**src/rtl/sram_arb_pkg.sv**
```systemverilog
// Shared types and constants for the SRAM arbiter.
// Strobe vectors are ordered {ce_n, oe_n, we_n}.
package sram_arb_pkg;

  typedef enum logic [2:0] {
    IDLE,
    IF_RD,
    D_RD,
    D_WR,
    D_WR_HOLD
  } state_e;

  localparam int WAIT_W = 4;

  localparam logic [2:0] STRB_IDLE = 3'b111;
  localparam logic [2:0] STRB_RD   = 3'b001;
  localparam logic [2:0] STRB_WR   = 3'b010;

endpackage

```
**src/rtl/sram_arbiter_ifetch_buf.sv**
```systemverilog
// One-entry instruction fetch buffer: tag, data and valid bit.
// Filled by each completed fetch, cleared by a write to the tag.
module ifetch_buffer #(
  parameter int DATA_W = 16,
  parameter int ADDR_W = 18
) (
  input  logic              clk,
  input  logic              rst,
  input  logic              fill,
  input  logic [ADDR_W-1:0] fill_addr,
  input  logic [DATA_W-1:0] fill_data,
  input  logic              inv,
  input  logic [ADDR_W-1:0] inv_addr,
  input  logic [ADDR_W-1:0] look_addr,
  output logic              hit,
  output logic [DATA_W-1:0] data
);

  logic [ADDR_W-1:0] tag_q, tag_d;
  logic [DATA_W-1:0] dat_q, dat_d;
  logic              vld_q, vld_d;

  // Next entry: fill on fetch completion, drop on write to the tag
  always_comb begin
    tag_d = tag_q;
    dat_d = dat_q;
    vld_d = vld_q;
    if (fill) begin
      tag_d = fill_addr;
      dat_d = fill_data;
      vld_d = 1'b1;
    end else if (inv && inv_addr == tag_q) begin
      vld_d = 1'b0;
    end
  end

  // Entry registers
  always_ff @(posedge clk) begin
    if (!rst) begin
      tag_q <= '0;
      dat_q <= '0;
      vld_q <= 1'b0;
    end else begin
      tag_q <= tag_d;
      dat_q <= dat_d;
      vld_q <= vld_d;
    end
  end

  assign hit  = vld_q && (look_addr == tag_q);
  assign data = dat_q;

endmodule

```
**src/rtl/sram_arbiter.sv**
```systemverilog
// Fetch/data arbiter onto one asynchronous SRAM port.
// Optional fetch buffer: define SRAM_ARB_IFETCH_BUF_EN.
module sram_arbiter
  import sram_arb_pkg::*;
#(
  parameter int DATA_W      = 16,
  parameter int ADDR_W      = 18,
  parameter int WAIT_CYCLES = 1
) (
  input  logic              clk,
  input  logic              rst,
  input  logic              if_req,
  input  logic [ADDR_W-1:0] if_addr,
  output logic [DATA_W-1:0] if_rdata,
  output logic              if_valid,
  input  logic              d_req,
  input  logic              d_we,
  input  logic [ADDR_W-1:0] d_addr,
  input  logic [DATA_W-1:0] d_wdata,
  output logic [DATA_W-1:0] d_rdata,
  output logic              d_valid,
  output logic              mem_conflict,
  output logic [ADDR_W-1:0] sram_addr,
  output logic [DATA_W-1:0] sram_dq_o,
  input  logic [DATA_W-1:0] sram_dq_i,
  output logic              sram_dq_oe,
  output logic              sram_ce_n,
  output logic              sram_oe_n,
  output logic              sram_we_n
);

  localparam logic [WAIT_W-1:0] WAIT_LD = WAIT_W'(WAIT_CYCLES);

  state_e            state_q, state_d;
  logic [WAIT_W-1:0] cnt_q, cnt_d;
  logic [ADDR_W-1:0] addr_q, addr_d;
  logic [DATA_W-1:0] wdat_q, wdat_d;
  logic [2:0]        strb_q, strb_d;
  logic              oe_q, oe_d;
  logic [DATA_W-1:0] ird_q, ird_d;
  logic [DATA_W-1:0] drd_q, drd_d;
  logic              ivld_q, ivld_d;
  logic              dvld_q, dvld_d;
  logic              buf_hit;
  logic [DATA_W-1:0] buf_data;

`ifdef SRAM_ARB_IFETCH_BUF_EN
  ifetch_buffer #(
    .DATA_W(DATA_W),
    .ADDR_W(ADDR_W)
  ) u_ibuf (
    .clk      (clk),
    .rst      (rst),
    .fill     (state_q == IF_RD && cnt_q == '0),
    .fill_addr(addr_q),
    .fill_data(sram_dq_i),
    .inv      (state_q == IDLE && d_req && d_we),
    .inv_addr (d_addr),
    .look_addr(if_addr),
    .hit      (buf_hit),
    .data     (buf_data)
  );
`else
  assign buf_hit  = 1'b0;
  assign buf_data = '0;
`endif

  // Arbitration, wait counting and registered strobe values
  always_comb begin
    state_d = state_q;
    cnt_d   = cnt_q;
    addr_d  = addr_q;
    wdat_d  = wdat_q;
    strb_d  = strb_q;
    oe_d    = oe_q;
    ird_d   = ird_q;
    drd_d   = drd_q;
    ivld_d  = 1'b0;
    dvld_d  = 1'b0;
    unique case (state_q)
      IDLE: begin
        if (d_req) begin
          addr_d = d_addr;
          cnt_d  = WAIT_LD;
          if (d_we) begin
            wdat_d  = d_wdata;
            state_d = D_WR;
            strb_d  = STRB_WR;
            oe_d    = 1'b1;
          end else begin
            state_d = D_RD;
            strb_d  = STRB_RD;
          end
        end else if (if_req) begin
          if (buf_hit) begin
            ivld_d = 1'b1;
            ird_d  = buf_data;
          end else begin
            addr_d  = if_addr;
            cnt_d   = WAIT_LD;
            state_d = IF_RD;
            strb_d  = STRB_RD;
          end
        end
      end
      IF_RD, D_RD: begin
        if (cnt_q == '0) begin
          state_d = IDLE;
          strb_d  = STRB_IDLE;
          if (state_q == IF_RD) begin
            ird_d  = sram_dq_i;
            ivld_d = 1'b1;
          end else begin
            drd_d  = sram_dq_i;
            dvld_d = 1'b1;
          end
        end else begin
          cnt_d = cnt_q - 1'b1;
        end
      end
      D_WR: begin
        if (cnt_q == '0) begin
          state_d = D_WR_HOLD;
          strb_d  = STRB_IDLE;
          dvld_d  = 1'b1;
        end else begin
          cnt_d = cnt_q - 1'b1;
        end
      end
      D_WR_HOLD: begin
        state_d = IDLE;
        oe_d    = 1'b0;
      end
      default: begin
        state_d = IDLE;
        strb_d  = STRB_IDLE;
        oe_d    = 1'b0;
      end
    endcase
  end

  // State and registered outputs; reset aborts any access
  always_ff @(posedge clk) begin
    if (!rst) begin
      state_q <= IDLE;
      cnt_q   <= '0;
      addr_q  <= '0;
      wdat_q  <= '0;
      strb_q  <= STRB_IDLE;
      oe_q    <= 1'b0;
      ird_q   <= '0;
      drd_q   <= '0;
      ivld_q  <= 1'b0;
      dvld_q  <= 1'b0;
    end else begin
      state_q <= state_d;
      cnt_q   <= cnt_d;
      addr_q  <= addr_d;
      wdat_q  <= wdat_d;
      strb_q  <= strb_d;
      oe_q    <= oe_d;
      ird_q   <= ird_d;
      drd_q   <= drd_d;
      ivld_q  <= ivld_d;
      dvld_q  <= dvld_d;
    end
  end

  assign mem_conflict = if_req &
    ((state_q == IDLE && d_req) ||
     state_q == D_RD || state_q == D_WR ||
     state_q == D_WR_HOLD);

  assign if_rdata   = ird_q;
  assign if_valid   = ivld_q;
  assign d_rdata    = drd_q;
  assign d_valid    = dvld_q;
  assign sram_addr  = addr_q;
  assign sram_dq_o  = wdat_q;
  assign sram_dq_oe = oe_q;
  assign sram_ce_n  = strb_q[2];
  assign sram_oe_n  = strb_q[1];
  assign sram_we_n  = strb_q[0];

endmodule

```
**config.mk**
```make
export PLATFORM = sky130hd
export DESIGN_NAME = sram_arbiter
export DESIGN_NICKNAME = d
export VERILOG_FILES = /design/src/rtl/sram_arb_pkg.sv /design/src/rtl/sram_arbiter_ifetch_buf.sv /design/src/rtl/sram_arbiter.sv
export SDC_FILE = /design/constraint.sdc
export NUM_CORES = 1
export LEC_CHECK = 0
export BUFFER_PORTS_ARGS = -buffer_cell sky130_fd_sc_hd__buf_4
export CAP_MARGIN = 25
export CORE_ASPECT_RATIO = 0.75
export CORE_MARGIN = 4
export CORE_UTILIZATION = 30
export CTS_BUF_LIST = sky130_fd_sc_hd__clkbuf_2 sky130_fd_sc_hd__clkbuf_4 sky130_fd_sc_hd__clkbuf_8
export DETAILED_ROUTE_END_ITERATION = 12
export MAX_ROUTING_LAYER = met4
export PLACE_DENSITY = 0.52
export SETUP_SLACK_MARGIN = 0.4
export SYNTH_ARGS = -nofsm -noshare
export SYNTH_HDL_FRONTEND = slang
export SYNTH_HIERARCHICAL = 1
export SYNTH_SLANG_ARGS = --single-unit
```
**constraint.sdc**
```tcl
create_clock -name clk -period 2.55 [get_ports clk]
set_input_delay 0.255 -clock clk [delete_from_list [all_inputs] [get_ports clk]]
set_output_delay 0.255 -clock clk [all_outputs]
set_load 0.01 [all_outputs]
```
==> impl_table.tex, run 1 <==
\begin{tabular}{lr}
\hline
Metric & Value \\
\hline
\multicolumn{2}{l}{\textbf{Worst hold path}} \\
Beginning of the worst hold path & sram\_dq\_i[14] \\
Type of the tightest min-delay check & primary input to flop \\
Hold Path Sink & d\_rdata[14]\$\_SDFFE\_PN0P\_ \\
Number of cells on the worst hold path & 3 \\
\multicolumn{2}{l}{\textbf{Timing}} \\
Final Hold Slack & 0.1604 ns \\
Final period utilization & 74.35\% \\
Unrepaired setup endpoints after global routing & false \\
Final critical path time including I/O delays and setup & 1.896 ns \\
Maximum clock rate & 0.5274 GHz \\
Final critical-path setup slack & 0.6540 ns \\
Setup violations, final & 0 \\
Worst-case headroom to the max-slew limit & 52.38\% \\
Slew of the pin with the lowest slew margin & 0.7128 ns \\
Final TNS setup & 0 ns \\
Count of final hold-check violations & 0 \\
Count of pins over their slew limit & 0 \\
Skew final & 0.009290 ns \\
\multicolumn{2}{l}{\textbf{Synthesis}} \\
Count of yosys warnings during synthesis & 6 \\
Cells after synthesis & 376 \\
Synthesis-stage register bit count & 79 \\
Area contributors post-synth & dfxtp\_1, mux2i\_1, nand3\_1, a21boi\_0, o21ai\_0 \\
Number of flops mapped to enable cells by yosys & 0 \\
Portion of synthesized cell area occupied by the leading cell type & 46.10\% \\
Netlist area before placement & 3431 um\^{}2 \\
Async set or reset register ratio after synthesis & 0\% \\
Number of unique standard cell types used by synthesis & 39 \\
Most frequently used flop master after synthesis & dfxtp\_1 \\
Proportion of synthesized chip area in sequential cells & 46.10\% \\
Synthesized Nets & 450 \\
Post-synthesis area per instance & 9.124 um\^{}2 \\
Largest area contributor in the netlist & dfxtp\_1 \\
\multicolumn{2}{l}{\textbf{Placement}} \\
Total of buffers placed on input and output ports & 145 \\
Global placement routability congestion & 0.7831 \\
Worst setup timing slack at the placement stage & 0.6925 ns \\
Post-detail-place hpwl & 7231 um \\
\multicolumn{2}{l}{\textbf{Routing}} \\
Detailed Route Iter0 Violations & 129 \\
Number of antenna-violating nets in the routed design & 0 \\
Residual DRC & 0 \\
Routed length per instance & 15.95 um \\
Ratio of routed vias to standard cells & 4.959 \\
Via count of the routed design & 3228 \\
Sum of routed wire length over all layers & 10380 um \\
TritonRoute pass-1 iters & 4 \\
\multicolumn{2}{l}{\textbf{Die}} \\
Die Width & 131.5 um \\
Die Footprint & 13230 um\^{}2 \\
CORE AREA & 11070 um\^{}2 \\
Die boundary height & 100.6 um \\
Cell Rows & 33 \\
Starting density of the core & 31.00\% \\
Io pins & 146 \\
\multicolumn{2}{l}{\textbf{Finish}} \\
Area growth from synthesis to layout & 41.54\% \\
Number of diodes & 0 \\
Final-layout fill cell count & 1115 \\
Layout cells sized above 1 & 34.44\% \\
Total Nets Final & 580 \\
\multicolumn{2}{l}{\textbf{GRT}} \\
Wire length of the first global-routing pass & 16300 um \\
Maximum number of pins on one net before global-route repair & 69 \\
Vias in the first global route & 3152 \\
Global Route Usage Sum & 15.66\% \\
Aggregate global routing overflow & 0 \\
Number of antenna violations at the first check in global routing & 0 \\
\multicolumn{2}{l}{\textbf{Clock network}} \\
Post-cts hold buffer count & 0 \\
CTS sink cnt & 79 \\
Insertion delay of the later-clocked pin in the worst-skew pair & 0.35 ns \\
Post-CTS resize count & 0 \\
Max Root-Sink Buffers & 2 \\
Maximum level of the CTS H-tree & 3 \\
TritonCTS buffer count & 9 \\
Clock-pin slew on the worst setup and hold paths & 0.08 ns \\
CTS tree & done \\
Buffer type at the clock tree root & clkbuf\_8 \\
Number of post-CTS setup repair buffers & 0 \\
\multicolumn{2}{l}{\textbf{Setup path}} \\
Critical Path Source Type & flop \\
CP max-delay cell & or4b\_2 \\
Max incr delay on CP & 0.67 ns \\
Critical-path cell list & o21bai\_1 > or4b\_2 > a21oi\_1 \\
RR Endpoint & cnt\_q[2]\$\_SDFFE\_PN0P\_ \\
Critical Path End Type & flop \\
Critical path's top delay family & simple AND/OR/NAND/NOR gates \\
Buf+Inv Stages, Crit Path & 0 \\
Category of the most critical setup path & flop to flop \\
Data arrival time of the worst path & 2.17 ns \\
Critical path fanouts, max & 14 \\
Reg2Reg Setup Slack & 0.65 ns \\
Reg-to-reg startpoint & state\_q[0]\$\_SDFFE\_PN0P\_ \\
Worst endpoint required time & 2.82 ns \\
R2r worst-path depth & 3 \\
\multicolumn{2}{l}{\textbf{Power}} \\
IR Drop Worst-Case VDD & 0.2685 mV \\
Pwr Density & 671.5 nW/um\^{}2 \\
Static leakage & 2.232 nW \\
\multicolumn{2}{l}{\textbf{Run status}} \\
Result of the run & complete, no violations \\
\multicolumn{2}{l}{\textbf{Run}} \\
Max\_cap viols & 0 \\
\hline
\end{tabular}
[cell usage after synthesis, types with 4 or more instances]
cell and number:
a21boi_0 32, o21ai_0 37, nand2_1 33, inv_1 6, mux2i_1 34, a21oi_1 4
nor2_1 6, clkbuf_1 29, o211a_1 18, or3_1 4, nor3_1 4, nand3_1 50
dfxtp_1 79
[worst register-to-register path: cells and delay by family, from the launching register on]
| kind | cells | cell delay (ns) |
|---|---|---|
| and+or+nand+nor | 1 | 0.68 |
| DFF | 1 | 0.65 |
| AOI/OAI and AO/OA | 2 | 0.49 |
[cell usage in the layout (no fill, tap or decap), types with 6 or more instances in the layout]
cell type,count
nand2_1,33
dfxtp_1,79
mux2i_1,34
a21boi_0,32
clkbuf_8,11
nor2_1,6
o211a_1,18
inv_1,6
o21ai_0,37
buf_4,154
nand3_1,50
[per-stage QoR]
step,power (mW),cells,area [um^2],util [%]
finish,3.261,651,4856,43.88
global route,3.453,651,4856,43.88
CTS,3.321,651,4856,43.88
detailed placement,2.227,635,4626,41.80
global placement,2.222,635,4626,41.80
floorplan,1.844,376,3431,-
[cells by family after synthesis]
kind of cell | share of synthesized area [%]
simple gates | 17.76
compound gates | 21.04
flops | 46.10
buf+inv | 4.814
mux | 9.920
fa+ha+maj | 0.3646
[layout make-up]
class | count | area, um^2 | area share, %
clock inverters | 5 | 78.83 | 1.623
multi-input cells | 256 | 1690 | 34.81
clock buffers | 11 | 151.4 | 3.118
repair buffers | 154 | 1156 | 23.81
well taps | 140 | 175.2 | 3.607
inverters | 6 | 22.52 | 0.4638
flip-flops and latches | 79 | 1582 | 32.57
[routing by layer]
layer  up-vias  share of wire (%)  wire length (um)  GRT usage (%)
li1       1600                  -                 -              -
met1      1531                 48              4962          19.91
met2        86                 44              4586          23.72
met3        11                6.7               698          5.539
met4         0                1.3               133          4.439
met5         -                  0                 0              -
[registers in the layout, summed over array words and instances, names as in the netlist]
name and count:
cnt_q 4, d_rdata 16, d_valid 1, if_rdata 16, if_valid 1, sram_addr 18
sram_dq_o 16, sram_dq_oe 1, state_q 3, strb_q 3
[report_power, final]
part / switching, mW / internal, mW
registers: 0.0710 / 1.34
clock network: 0.465 / 0.605
logic: 0.411 / 0.367
[worst max-delay path by stage]
| stage | startpoint | slack (ns) | cells after the start | to |
|---|---|---|---|---|
| global placement | cnt_q[0]$_SDFFE_PN0P_ | 0.76 | 6 | d_rdata[15]$_SDFFE_PN0P_ |
| floorplan | cnt_q[0]$_SDFFE_PN0P_ | 0.68 | 7 | d_rdata[10]$_SDFFE_PN0P_ |
| global route | state_q[0]$_SDFFE_PN0P_ | 0.45 | 3 | cnt_q[2]$_SDFFE_PN0P_ |
| CTS | state_q[0]$_SDFFE_PN0P_ | 0.67 | 3 | cnt_q[2]$_SDFFE_PN0P_ |
| detailed placement | state_q[0]$_SDFFE_PN0P_ | 0.69 | 3 | cnt_q[2]$_SDFFE_PN0P_ |
| finish | state_q[0]$_SDFFE_PN0P_ | 0.65 | 3 | cnt_q[2]$_SDFFE_PN0P_ |
(Power assumes the default switching activity.)
==> inputs of run 2 (changes only) <==
Settings changed: PLACE_DENSITY 0.52 to 0.54.
Clock period 2.55 ns to 1.55 ns, I/O delays scaled along.
==> run 2 against run 1 <==
The run now ends with setup timing left. First-iteration DRC count is 22% higher. Sequential share of layout area is 5.4 points lower. Count of clock-buffer cells in the layout stayed put. Register-to-register slack worse by 0.74 ns. Maximum frequency is 16% higher. Core utilization is 9.3 points higher. Die area stayed put. Combinational power grew to 2.7 times the previous value. Clock power is 82% higher. Power is 95% higher. Critical path type unchanged.
==> impl_table.tex, run 2 (same netlist as run 1, synthesis figures left out) <==
\begin{tabular}{lr}
\hline
Metric & Value \\
\hline
\multicolumn{2}{l}{\textbf{Run status}} \\
Result of the run & finished, violations left \\
Failing checks & setup timing \\
\multicolumn{2}{l}{\textbf{Setup path}} \\
Critical Path Source Type & flop \\
Category of the most critical setup path & flop to flop \\
Critical Path End Type & flop \\
Total number of cells along the worst setup path & 6 (+3) \\
Critical path's top delay family & simple AND/OR/NAND/NOR gates \\
CP max-delay cell & or4b\_4 \\
Critical path fanouts, max & 16 (+2) \\
Critical-path cell list & inv\_2 > ha\_4 > or4b\_4 > nor3\_4 > buf\_12 > mux2i\_1 \\
Max incr delay on CP & 0.48 ns (-0.19 ns) \\
R2r worst-path depth & 6 (+3) \\
Buf+Inv Stages, Crit Path & 2 (+2) \\
Data arrival time of the worst path & 1.92 ns (-0.25 ns) \\
Worst endpoint required time & 1.83 ns (-0.99 ns) \\
\multicolumn{2}{l}{\textbf{Timing}} \\
Final critical-path setup slack & -0.08527 ns (-0.7393 ns) \\
Setup violations, final & 44 (+44) \\
Worst-case headroom to the max-slew limit & 70.27\% (+18 points) \\
Count of pins over their slew limit & 0 (unchanged) \\
Final critical path time including I/O delays and setup & 1.635 ns (-0.2607 ns) \\
Skew final & 0.008485 ns (-0.0008041 ns) \\
Slew of the pin with the lowest slew margin & 0.4459 ns (-0.2669 ns) \\
Final period utilization & 105.5\% (+31 points) \\
Maximum clock rate & 0.6115 GHz (+16\%) \\
Unrepaired setup endpoints after global routing & true \\
Count of final hold-check violations & 0 (unchanged) \\
\multicolumn{2}{l}{\textbf{Finish}} \\
Max FFs per register & 18 (unchanged) \\
Most frequent standard cell in the layout excluding fill and tap cells & buf\_4 \\
Core Util, Final & 53.19\% (+9.3 points) \\
Number of standard cells in the final layout excluding fillers & 695 (+6.8\%) \\
Layout cells sized above 1 & 51.71\% (+17 points) \\
Total Nets Final & 624 (+7.6\%) \\
Number of diodes & 0 (unchanged) \\
Final-layout fill cell count & 1018 (-8.7\%) \\
Area growth from synthesis to layout & 71.55\% \\
Most frequent cells in the layout & buf\_4, dfxtp\_1, mux2i\_1 \\
\multicolumn{2}{l}{\textbf{GRT}} \\
Vias in the first global route & 3490 (+11\%) \\
Maximum number of pins on one net before global-route repair & 43 (-38\%) \\
Number of antenna violations at the first check in global routing & 0 (unchanged) \\
Wire length of the first global-routing pass & 18510 um (+14\%) \\
Global Route Usage Sum & 17.89\% (+2.2 points) \\
Aggregate global routing overflow & 0 (unchanged) \\
\multicolumn{2}{l}{\textbf{Placement}} \\
Total of buffers placed on input and output ports & 145 (unchanged) \\
Placed instance count & 649 (+2.2\%) \\
Post-detail-place hpwl & 7480 um (+3.4\%) \\
Global placement routability congestion & 0.7545 (-3.7\%) \\
Worst setup timing slack at the placement stage & -0.1056 ns (-0.7982 ns) \\
\multicolumn{2}{l}{\textbf{Die}} \\
Die Width & 131.5 um (unchanged) \\
Die boundary height & 100.6 um (unchanged) \\
Cell Rows & 33 (unchanged) \\
Die Footprint & 13230 um\^{}2 (unchanged) \\
CORE AREA & 11070 um\^{}2 (unchanged) \\
Io pins & 146 (unchanged) \\
Starting density of the core & 31.00\% (unchanged) \\
\multicolumn{2}{l}{\textbf{Clock network}} \\
Insertion delay of the later-clocked pin in the worst-skew pair & 0.36 ns (about the same) \\
Buffer type at the clock tree root & clkbuf\_8 \\
Clock-pin slew on the worst setup and hold paths & 0.09 ns (about the same) \\
CTS sink cnt & 79 (unchanged) \\
CTS tree & done \\
Maximum level of the CTS H-tree & 3 (unchanged) \\
Max Root-Sink Buffers & 2 (unchanged) \\
TritonCTS buffer count & 9 (unchanged) \\
\multicolumn{2}{l}{\textbf{Run}} \\
Max\_cap viols & 0 (unchanged) \\
\multicolumn{2}{l}{\textbf{Routing}} \\
Number of antenna-violating nets in the routed design & 0 (unchanged) \\
Via count of the routed design & 3531 (+9.4\%) \\
Ratio of routed vias to standard cells & 5.081 (+2.5\%) \\
TritonRoute pass-1 iters & 4 (unchanged) \\
Sum of routed wire length over all layers & 12030 um (+16\%) \\
Detailed Route Iter0 Violations & 158 (+22\%) \\
Residual DRC & 0 (unchanged) \\
Routed length per instance & 17.31 um (+8.6\%) \\
\multicolumn{2}{l}{\textbf{Worst hold path}} \\
Type of the tightest min-delay check & primary input to flop \\
Number of cells on the worst hold path & 3 (unchanged) \\
\multicolumn{2}{l}{\textbf{Power}} \\
Pwr Density & 1081 nW/um\^{}2 (+61\%) \\
IR Drop Worst-Case VDD & 0.4847 mV (+81\%) \\
Static leakage & 2.641 nW (+18\%) \\
\hline
\end{tabular}
==> run 2: cell types whose count changed in the layout (fill, tap and decap cells not counted), sizes merged <==
cell,before,now
buf,154,193
bufinv,2,3
clkbuf,11,13
inv,7,6
or3,4,7
==> run 2: worst register-to-register path: stages (launching register included) <==
cell and delay (ns):
dfxtp_2 0.33, inv_2 0.07, ha_4 0.13, or4b_4 0.48, nor3_4 0.16, buf_12 0.19
mux2i_1 0.21
==> run 2: final cells by class <==
class	count	area (um^2)	share of cell area, %
clock buffers	11	151.4	2.572
repair buffers	195	1760	29.91
multi-input cells	259	2076	35.27
well taps	140	175.2	2.976
inverters	6	22.52	0.3827
flip-flops and latches	79	1597	27.13
clock inverters	5	103.9	1.764
==> run 2: report_power, final <==
group | internal, mW | total, mW | switching, mW
combinational | 1.13 | 2.09 | 0.959
clock | 1.16 | 1.95 | 0.788
sequential | 2.21 | 2.32 | 0.115
total | 4.50 | 6.36 | 1.86
==> run 2: final timing paths <==
kind | startpoint | to | slack [ns]
max | cnt_q[0]$_SDFFE_PN0P_ | d_rdata[3]$_SDFFE_PN0P_ | -0.09
min | d_wdata[7] | sram_dq_o[7]$_SDFFE_PN0P_ | 0.05
max reg2reg | cnt_q[0]$_SDFFE_PN0P_ | d_rdata[3]$_SDFFE_PN0P_ | -0.09
min reg2reg | d_rdata[6]$_SDFFE_PN0P_ | d_rdata[6]$_SDFFE_PN0P_ | 0.46
==> run 2: stage by stage <==
stage	cell area, um^2	total power [mW]	setup TNS, ns	hold WS, ns
after CTS	5568	6.199	-1.734	0.02035
after floorplan	3562	3.144	-4.071	0.2971
final	5886	6.360	-1.814	0.04784
after global placement	4840	3.782	-0.4834	0.4258
after detailed placement	4840	3.796	-1.775	0.4289
after global routing	5886	6.654	-5.300	0.03541
==> run 2: repair_timing <==
item,in CTS,in global routing
setup endpoints to repair,80,80
hold buffers,0,0
pin swaps,32,42
resized for setup,67,54
cloned,8,3
buffers inserted,12,7
==> run 2: routing by layer <==
layer | track usage [%] | part of all wire (%) | vias up | routed length, um
met1 | 23.18 | 46 | 1690 | 5590
li1 | - | - | 1715 | -
met5 | - | 0 | - | 0
met2 | 27.37 | 46 | 113 | 5558
met4 | 5.165 | 1.3 | 0 | 154
met3 | 5.240 | 6.1 | 13 | 729
